--- src/rtl/shift_issue_stage.sv ---
// shift_issue_stage: decode/issue stage feeding the 16-bit shifter.
// Takes a 16-bit instruction plus its rt operand over valid/ready, filters
// illegal encodings, and issues {hyrja, shamt, funct, rd} from a registered
// head slot backed by one skid register so back-pressure never loses work.
// The head slot is a one-entry output register and the skid slot is behind it,
// which gives two entries in total.
module shift_issue_stage #(
    parameter logic [3:0] OPC_SHIFT = 4'b0000,
    parameter int         CNT_W     = 8
) (
    input  logic             clk,
    input  logic             rst_n,
    input  logic             in_valid,
    output logic             in_ready,
    input  logic [15:0]      in_instr,
    input  logic [15:0]      in_rt_data,
    output logic             out_valid,
    input  logic             out_ready,
    output logic [15:0]      out_hyrja,
    output logic [3:0]       out_shamt,
    output logic [1:0]       out_funct,
    output logic [1:0]       out_rd,
    output logic             illegal_err,
    input  logic             illegal_clr,
    output logic [CNT_W-1:0] issue_count
);

    // Legal iff the opcode selects a shift and funct is SLL (00) or SRL (01).
    function automatic logic is_legal(input logic [3:0] opc, input logic [1:0] fn);
        logic ok;
        ok = 1'b0;
        if (opc == OPC_SHIFT) begin
            ok = (fn == 2'b00) || (fn == 2'b01);
        end else begin
            ok = 1'b0;
        end
        return ok;
    endfunction

    // Instruction fields; rs is carried in the encoding but has no consumer here.
    logic [3:0]  opc_s;
    logic [1:0]  rd_s;
    logic [3:0]  shamt_s;
    logic [1:0]  funct_s;
    logic [1:0]  rs_unused_s;
    logic [1:0]  rt_unused_s;

    assign opc_s       = in_instr[15:12];
    assign rs_unused_s = in_instr[11:10];
    assign rt_unused_s = in_instr[9:8];
    assign rd_s        = in_instr[7:6];
    assign shamt_s     = in_instr[5:2];
    assign funct_s     = in_instr[1:0];

    // Head (output) register.
    logic             head_valid_r;
    logic [15:0]      head_hyrja_r;
    logic [3:0]       head_shamt_r;
    logic [1:0]       head_funct_r;
    logic [1:0]       head_rd_r;

    // Skid register.
    logic             skid_valid_r;
    logic [15:0]      skid_hyrja_r;
    logic [3:0]       skid_shamt_r;
    logic [1:0]       skid_funct_r;
    logic [1:0]       skid_rd_r;

    logic             illegal_err_r;
    logic [CNT_W-1:0] issue_count_r;

    // Handshake and routing decisions.
    logic accept_s;
    logic legal_s;
    logic push_s;
    logic pop_s;
    logic head_free_s;

    // Derive handshake events and whether the head slot can take new data this edge.
    always_comb begin
        accept_s    = 1'b0;
        legal_s     = 1'b0;
        push_s      = 1'b0;
        pop_s       = 1'b0;
        head_free_s = 1'b0;
        accept_s    = in_valid && !skid_valid_r;
        legal_s     = is_legal(opc_s, funct_s);
        if (accept_s) begin
            push_s = legal_s;
        end else begin
            push_s = 1'b0;
        end
        pop_s       = head_valid_r && out_ready;
        head_free_s = !head_valid_r || pop_s;
    end

    // Head/skid buffer: skid drains to head first, else new packet loads head,
    // else a stalled head pushes the new packet into skid.
    always_ff @(posedge clk or negedge rst_n) begin
        if (!rst_n) begin
            head_valid_r <= 1'b0;
            head_hyrja_r <= 16'h0000;
            head_shamt_r <= 4'h0;
            head_funct_r <= 2'b00;
            head_rd_r    <= 2'b00;
            skid_valid_r <= 1'b0;
            skid_hyrja_r <= 16'h0000;
            skid_shamt_r <= 4'h0;
            skid_funct_r <= 2'b00;
            skid_rd_r    <= 2'b00;
        end else if (head_free_s) begin
            if (skid_valid_r) begin
                head_valid_r <= 1'b1;
                head_hyrja_r <= skid_hyrja_r;
                head_shamt_r <= skid_shamt_r;
                head_funct_r <= skid_funct_r;
                head_rd_r    <= skid_rd_r;
                skid_valid_r <= 1'b0;
            end else if (push_s) begin
                head_valid_r <= 1'b1;
                head_hyrja_r <= in_rt_data;
                head_shamt_r <= shamt_s;
                head_funct_r <= funct_s;
                head_rd_r    <= rd_s;
            end else begin
                head_valid_r <= 1'b0;
            end
        end else begin
            if (push_s) begin
                skid_valid_r <= 1'b1;
                skid_hyrja_r <= in_rt_data;
                skid_shamt_r <= shamt_s;
                skid_funct_r <= funct_s;
                skid_rd_r    <= rd_s;
            end else begin
                skid_valid_r <= skid_valid_r;
            end
        end
    end

    // Sticky illegal flag: a new illegal accept wins over a coincident clear.
    always_ff @(posedge clk or negedge rst_n) begin
        if (!rst_n) begin
            illegal_err_r <= 1'b0;
        end else if (accept_s && !legal_s) begin
            illegal_err_r <= 1'b1;
        end else if (illegal_clr) begin
            illegal_err_r <= 1'b0;
        end else begin
            illegal_err_r <= illegal_err_r;
        end
    end

    // Count completed output handshakes, wrapping naturally.
    always_ff @(posedge clk or negedge rst_n) begin
        if (!rst_n) begin
            issue_count_r <= {CNT_W{1'b0}};
        end else if (pop_s) begin
            issue_count_r <= issue_count_r + {{(CNT_W-1){1'b0}}, 1'b1};
        end else begin
            issue_count_r <= issue_count_r;
        end
    end

    // in_ready comes straight from the skid occupancy flop.
    assign in_ready    = !skid_valid_r;
    assign out_valid   = head_valid_r;
    assign out_hyrja   = head_hyrja_r;
    assign out_shamt   = head_shamt_r;
    assign out_funct   = head_funct_r;
    assign out_rd      = head_rd_r;
    assign illegal_err = illegal_err_r;
    assign issue_count = issue_count_r;

endmodule

--- config.mk ---
export PLATFORM = sky130hd
export DESIGN_NAME = shift_issue_stage
export DESIGN_NICKNAME = d
export VERILOG_FILES = /design/src/rtl/shift_issue_stage.sv
export SDC_FILE = /design/constraint.sdc
export NUM_CORES = 1
export LEC_CHECK = 0
export ABC_CLOCK_PERIOD_IN_PS = 1710
export BUFFER_PORTS_ARGS = -buffer_cell sky130_fd_sc_hd__buf_2
export CELL_PAD_IN_SITES_DETAIL_PLACEMENT = 1
export CELL_PAD_IN_SITES_GLOBAL_PLACEMENT = 1
export CORE_MARGIN = 2
export CORE_UTILIZATION = 38
export DETAILED_ROUTE_END_ITERATION = 6
export PLACE_DENSITY_LB_ADDON = 0.1
export SYNTH_ARGS = -nofsm -noshare
export SYNTH_HDL_FRONTEND = slang
export SYNTH_SLANG_ARGS = --single-unit
export TNS_END_PERCENT = 1
--- constraint.sdc ---
create_clock -name clk -period 1.71 [get_ports clk]
set_clock_uncertainty 0.2 [all_clocks]
set_input_delay 0.0855 -clock clk [delete_from_list [all_inputs] [get_ports clk]]
set_output_delay 0.0855 -clock clk [all_outputs]
set_load 0.02 [all_outputs]
==> results of run 1 <==
path summary, 6_finish.rpt:
kind,startpoint,end
max,in_instr[1],out_hyrja[1]$_DFFE_PN0P_
min,rst_n,out_hyrja[11]$_DFFE_PN0P_
max reg2reg,out_valid$_DFFE_PN0P_,out_hyrja[1]$_DFFE_PN0P_
min reg2reg,issue_count[7]$_DFFE_PN0P_,issue_count[7]$_DFFE_PN0P_
max in group asynchronous,rst_n,out_hyrja[1]$_DFFE_PN0P_
min in group clk,in_instr[14],illegal_err$_DFFE_PN0P_
power breakdown:
part | internal [uW] | switching, uW | leakage [uW]
registers | 1540 | 76.7 | 0.000788
logic | 299 | 339 | 0.000942
clock network | 684 | 525 | 0.0000997
stage by stage:
step,util (%),cell area [um^2],hold WS [ps]
2_1_floorplan,-,2690,-410
3_3_place_gp,46.5,3160,-72.5
3_5_place_dp,46.5,3160,-74.1
4_1_cts,53.6,3640,125
5_1_grt,53.8,3650,190
6_report,53.8,3650,134
critical path, cell delays in order:
cell and delay, ps:
dlygate4sd3_1 520, buf_2 140, nor2_4 40, buf_4 140
a31oi_4 190, buf_12 220, mux2_2 350
logic make-up after synthesis:
group | after synthesis | synth area share (%)
AO/OA/AOI/OAI | 3 | 1.31
adder cells (fa/ha/maj) | 1 | 0.467
flip-flops | 59 | 55.1
multiplexers | 72 | 32.9
buffers and inverters | 12 | 3.78
XOR/XNOR | 7 | 2.29
AND/OR/NAND/NOR | 19 | 4.07
layout make-up:
class	instances	area (um^2)	area share [%]
Clock buffer	15	186	5.10
Clock inverter	1	5.00	0.137
Inverter	3	11.3	0.308
Multi-Input combinational cell	102	1110	30.5
Sequential cell	59	1480	40.5
Tap cell	96	120	3.29
Timing Repair Buffer	107	737	20.2
Yosys cell counts:
master | n | area (um^2)
dfrtp_1 | 59 | 1480
and2_1 | 2 | 12.5
clkbuf_1 | 2 | 7.51
a21oi_1 | 1 | 5.00
nand4_1 | 3 | 18.8
nor2_1 | 4 | 15.0
xor2_1 | 3 | 26.3
inv_1 | 3 | 11.3
mux2_4 | 19 | 285
buf_1 | 1 | 3.75
nor2_4 | 1 | 11.3
buf_2 | 1 | 5.00
buf_6 | 3 | 33.8
a31oi_4 | 1 | 21.3
nand2b_1 | 1 | 6.26
nand2_1 | 4 | 15.0
ha_1 | 1 | 12.5
xnor2_1 | 4 | 35.0
or4_4 | 1 | 11.3
o32ai_1 | 1 | 8.76
mux2_2 | 53 | 597
and3_1 | 2 | 12.5
nor2b_1 | 1 | 6.26
buf_12 | 2 | 40.0
registers in the layout (all words and copies together) (netlist names):
| register | count |
|---|---|
| illegal_err | 1 |
| issue_count | 8 |
| out_funct | 2 |
| out_hyrja | 16 |
| out_rd | 2 |
| out_shamt | 4 |
| out_valid | 1 |
| skid_funct_r | 2 |
| skid_hyrja_r | 16 |
| skid_rd_r | 2 |
| skid_shamt_r | 4 |
| skid_valid_r | 1 |
per-layer routing:
| metal | routed length, um | track usage (%) | vias up | part of all wire (%) |
|---|---|---|---|---|
| li1 | - | - | 830 | - |
| met1 | 2570 | 21.1 | 881 | 45 |
| met2 | 2810 | 25.8 | 45 | 49 |
| met3 | 284 | 5.84 | 6 | 5.0 |
| met4 | 49 | 6.29 | 0 | 0.86 |
| met5 | 0 | 0 | - | 0 |
timing repair:
item,in CTS,in global routing
gates cloned,0,0
hold buffers,29,0
buffers inserted,0,0
endpoints found under the hold margin,110,0
endpoints found under the setup margin,22,24
gates resized for setup,1,2
==> metrics.md, run 1 <==
| Metric | Value |
|---|---|
| # Max-Cap Violations | `0` |
| Number of global-route vias before repair | `between 1500 and 2000` |
| CTS Buffer Depth | `2` |
| Setup TNS | `0 ps` |
| Slew @ Worst Pin | `between 400 and 500 ps` |
| Worst Setup Slack, final | `approximately 24 ps` |
| Synth cell types | `24` |
| Max Fanout on Critical Path | `22` |
| Most frequent cells in the layout | `buf_2 (67), dfrtp_1 (58), mux2_2 (52)` |
| Rows | `30` |
| H-tree Lvls | `3` |
| Ys Warns | `0` |
| Dpl hpwl | `between 3000 and 4000 um` |
| Inst Count DP | `between 300 and 400` |
| Clk slew on worst S/H paths | `60 ps` |
| Type of the worst setup path | `in -> reg` |
| Vias post-DR | `between 1500 and 2000` |
| Root buf cell | `clkbuf_8` |
| CTS Buf Count | `9` |
| Total Power | `~3500 uW` |
| Remaining Overflow, GRT | `0` |
| Pwr dens | `between 900 and 1000 nW/um^2` |
| Status | `finished, final reports clean` |
| CORE AREA | `~6800 um^2` |
| Clock Sinks | `59` |
| CP arrival | `between 1500 and 2000 ps` |
| Slew HR | `between 70% and 80%` |
| Fin cells | `383` |
| Io pins | `between 70 and 80` |
| FF-to-FF setup slack | `around 30 ps` |
| Critical Path RT | `~1700 ps` |
| GRT Overall Usage | `between 10% and 20%` |
| FMAX | `slightly below 0.6 GHz` |
| Critical Path Start Type | `primary input` |
| Diode count | `0` |
| DR pass1 iterations | `3` |
| Via/cell ratio | `~4.6` |
| Peak supply drop | `approximately 500 uV` |
| FF+latch count, synth | `between 50 and 60` |
| Die width | `around 90 um` |
| Die height | `87.9 um` |
| Routability cong. | `between 0.6 and 0.7` |
| Final Hold Fails | `0` |
| Pin count of the biggest net entering global routing | `33` |
| Hold Path Class | `in -> async` |
| Leak Pwr | `between 0.0015 and 0.002 uW` |
| Crit path time final | `between 1500 and 2000 ps` |
| DR WL/cell | `between 10 and 15 um` |
| Routed WL | `5710 um` |
| Fill cells | `between 700 and 800` |
| Syn_nets | `approximately 210` |
| Area of the die | `slightly below 8000 um^2` |
| Layout Nets | `320` |
| Starting Density | `between 30% and 40%` |
| Seq/Total Area, Yosys | `55.1%` |
| Worst skew pair latency | `roughly 330 ps` |
| Layout area overhead | `36.4%` |
| Drt drc | `0` |
| Number of buffers added on ports | `67` |
| DP Worst Slack | `-199 ps` |
| Post-Syn Area per Cell | `15.5 um^2` |
| Synthesized cell area | `~2700 um^2` |
| Crit. End Element | `flip-flop` |
| RSZ-0062 raised after global routing | `yes` |
| Routed Antenna Nets | `0` |
| First-pass GRT wire length | `approximately 9400 um` |
| Synthesized instance count | `173` |
| 1st-iter DRT viols | `between 40 and 50` |
| Worst r2r path cells | `5` |
| CTS tree | `done` |
| Slew Limit Fails | `0` |
| Initial antenna violation count | `0` |
| Layout cells sized above 1 | `59.6%` |
| Commonest non-fill, non-tap cell in the layout | `buf_2` |
| Setup-failing EPs final | `0` |
| Fin crit share | `between 90% and 100%` |
Note: power is estimated with default switching activity, not from simulation.
==> inputs of run 2 (changes only) <==
--- a/config.mk
+++ b/config.mk
@@ -5,12 +5,13 @@
 export SDC_FILE = /design/constraint.sdc
 export NUM_CORES = 1
 export LEC_CHECK = 0
+export ABC_AREA = 1
 export ABC_CLOCK_PERIOD_IN_PS = 1710
 export BUFFER_PORTS_ARGS = -buffer_cell sky130_fd_sc_hd__buf_2
 export CELL_PAD_IN_SITES_DETAIL_PLACEMENT = 1
 export CELL_PAD_IN_SITES_GLOBAL_PLACEMENT = 1
 export CORE_MARGIN = 2
-export CORE_UTILIZATION = 38
+export CORE_UTILIZATION = 35
 export DETAILED_ROUTE_END_ITERATION = 6
 export PLACE_DENSITY_LB_ADDON = 0.1
 export SYNTH_ARGS = -nofsm -noshare
==> metrics.md, run 2 <==
| Metric | Value |
|---|---|
| Seq/Total Area, Yosys | `between 50% and 60%` |
| Crit path largest cell delay | `~560 ps` |
| Layout cells sized above 1 | `about a quarter` |
| Postcts setup bufs | `0` |
| Leak Pwr | `between 0.0015 and 0.002 uW` |
| Synthesized cell area | `about 2700 um^2` |
| Root buf cell | `clkbuf_8` |
| Synth Area in Adders | `less than 1%` |
| Crit. End Element | `flip-flop` |
| Die width | `around 90 um` |
| CTS Buf Count | `9` |
| Layout Nets | `approximately 460` |
| Most used cell, CP | `o21ai_0` |
| Die height | `92.3 um` |
| Pin count of the biggest net entering global routing | `60` |
| RSZ-0062 raised after global routing | `no` |
| Simple-gate share of the synthesized area | `~25%` |
| FMAX | `approximately 0.6 GHz` |
| CP arrival | `approximately 1700 ps` |
| Slew HR | `77.6%` |
| Final Hold Fails | `0` |
| Number of buffers added on ports | `between 60 and 70` |
| Vias post-DR | `around 2400` |
| Post-Syn Area per Cell | `~8.6 um^2` |
| Clk slew on worst S/H paths | `60 ps` |
| Main combinational cell family by area after synthesis | `simple AND/OR/NAND/NOR gates` |
| Critical Path Start Type | `flip-flop` |
| Synth cell types | `23` |
| Hold Path Class | `in -> reg` |
| Yosys top cell by area | `dfrtp_1` |
| Most frequent cells in the layout | `nand2_1 (111), buf_2 (67), dfrtp_1 (59)` |
| Placed cell area | `3210 um^2` |
| CP max-delay cell | `dlygate4sd3_1` |
| Ys Warns | `0` |
| Multiplexer share of the synthesized area | `0%` |
| Routability cong. | `approximately 0.7` |
| Drt drc | `0` |
| Post-synth EDFFs | `0` |
| First-pass GRT wire length | `approximately 12000 um` |
| Prevailing post-synth register cell | `dfrtp_1` |
| Area of the die | `about 8500 um^2` |
| Routed WL | `6650 um` |
| Number of global-route vias before repair | `approximately 2500` |
| Initial antenna violation count | `0` |
| CTS Buffer Depth | `2` |
| Critical Path RT | `1770 ps` |
| FF+latch count, synth | `59` |
| Starting Density | `between 30% and 40%` |
| Peak supply drop | `417 uV` |
| Type of the worst setup path | `reg -> reg` |
| Clock Sinks | `between 50 and 60` |
| Synthesized instance count | `316` |
| Worst Setup Slack, final | `~69 ps` |
| H-tree Lvls | `3` |
| Xor/xnor share of the synthesized area | `roughly 1.6%` |
| Commonest non-fill, non-tap cell in the layout | `nand2_1` |
| DR pass1 iterations | `4` |
| Synth cell count leaders | `nand2_1 (111), dfrtp_1 (59), inv_1 (34), o21ai_0 (33), nand3_1 (25)` |
| # Max-Cap Violations | `0` |
| Diode count | `0` |
| Setup TNS | `0 ps` |
| Io pins | `between 70 and 80` |
| Synth async-reset ratio | `100%` |
| Synth Area in Compound Gates | `~10%` |
| 1st-iter DRT viols | `61` |
| Max Fanout on Critical Path | `4` |
| Via/cell ratio | `approximately 4.5` |
| DP Worst Slack | `~130 ps` |
| Post-route cell area | `around 3700 um^2` |
| Synth top area cells | `dfrtp_1 (54%), nand2_1 (15%), o21ai_0 (6.0%), inv_1 (4.7%), nand3_1 (4.6%)` |
| Crit path time final | `~1600 ps` |
| DR WL/cell | `around 13 um` |
| Layout area overhead | `34.1%` |
| Cell Chain, Critical Path | `nor2_4 -> o21ai_0 -> o21ai_0 -> dlygate4sd3_1` |
| Slew @ Worst Pin | `about 340 ps` |
| Pwr dens | `slightly below 1000 nW/um^2` |
| CORE AREA | `7650 um^2` |
| Routed Antenna Nets | `0` |
| Remaining Overflow, GRT | `0` |
| CTS tree | `done` |
| Syn_nets | `354` |
| Fin crit share | `a little over nine tenths` |
| Worst skew pair latency | `roughly 320 ps` |
| Dpl hpwl | `approximately 4500 um` |
| Rows | `32` |
| Post-synth top area share | `between 50% and 60%` |
| Setup-failing EPs final | `0` |
| Slew Limit Fails | `0` |
| Top-count cell post-synth | `nand2_1` |
| GRT Overall Usage | `between 15 and 20%` |
| Status | `finished, final reports clean` |
## run 2: cell types whose count changed in the layout (fill, tap and decap cells not counted), sizes merged, moves of 2 or more
cell         delta
nand2         +109
mux2           -72
o21ai          +49
inv            +33
nand3          +26
nor2            +4
and2            -2
and3            -2
clkbuf          -2
dlygate4sd3     -2
## run 2: worst paths after layout
check                                         start                           to  slack [ps]  cells past startpoint
setup / recovery           skid_valid_r$_DFFE_PN0P_      illegal_err$_DFFE_PN0P_          70                      4
hold / removal                          in_instr[1]  skid_shamt_r[1]$_DFFE_PN0P_          20                      4
setup reg to reg           skid_valid_r$_DFFE_PN0P_      illegal_err$_DFFE_PN0P_          70                      4
hold reg to reg            out_hyrja[8]$_DFFE_PN0P_     out_hyrja[8]$_DFFE_PN0P_         270                      2
max in group asynchronous                     rst_n     skid_valid_r$_DFFE_PN0P_         930                      3
min in group asynchronous                     rst_n     out_funct[0]$_DFFE_PN0P_          80                      3
## run 2: logic make-up (layout without fill, tap and decap cells)
kind of cell	after synthesis	after routing
adders and majority gates	1	1
and+or+nand+nor	152	152
AOI/OAI and AO/OA	49	49
xor gates and xnor gates	5	5
buffers and inverters	50	157
DFF	59	59
## run 2: cell type report
class / count / area, um^2
clock inverter: 2 / 10.0
clock buffer: 13 / 169
inverter: 36 / 135
tap: 102 / 128
sequential: 59 / 1480
timing repair buffer: 106 / 733
multi-input combinational: 207 / 1010
fill: 949 / 3990
## run 2: where the power goes
group	internal (uW)	switching (uW)	total [uW]
clock	632	509	1140
sequential	1590	123	1710
combinational	301	489	790
total	2520	1120	3640
## run 2: routing by layer
metal	track usage, %	vias up	wire length, um
met3	3.01	6	223
met1	22.3	1137	3100
met4	6.34	0	65
li1	-	1197	-
met2	28.6	44	3260
met5	0	-	0
## run 2: repair_timing
item,in CTS,in global routing
gates resized for setup,0,0
endpoints found under the hold margin,107,0
hold buffers,27,0
## run 2: through the flow
stage	util (%)	total power (uW)	hold WS, ps	std cells
6_report	47.9	3640	19.4	525
5_1_grt	47.9	3860	53.0	525
4_1_cts	47.9	3710	21.7	525
3_5_place_dp	42.0	2490	-79.8	483
3_3_place_gp	42.0	2460	-75.2	483
2_1_floorplan	-	2160	-410	316
## run 2: critical path: cells and delay by family, from the launching register on
kind	cells	cell delay (ps)
simple gates	1	200
compound gates	2	180
buf+inv	1	560
flops	1	450
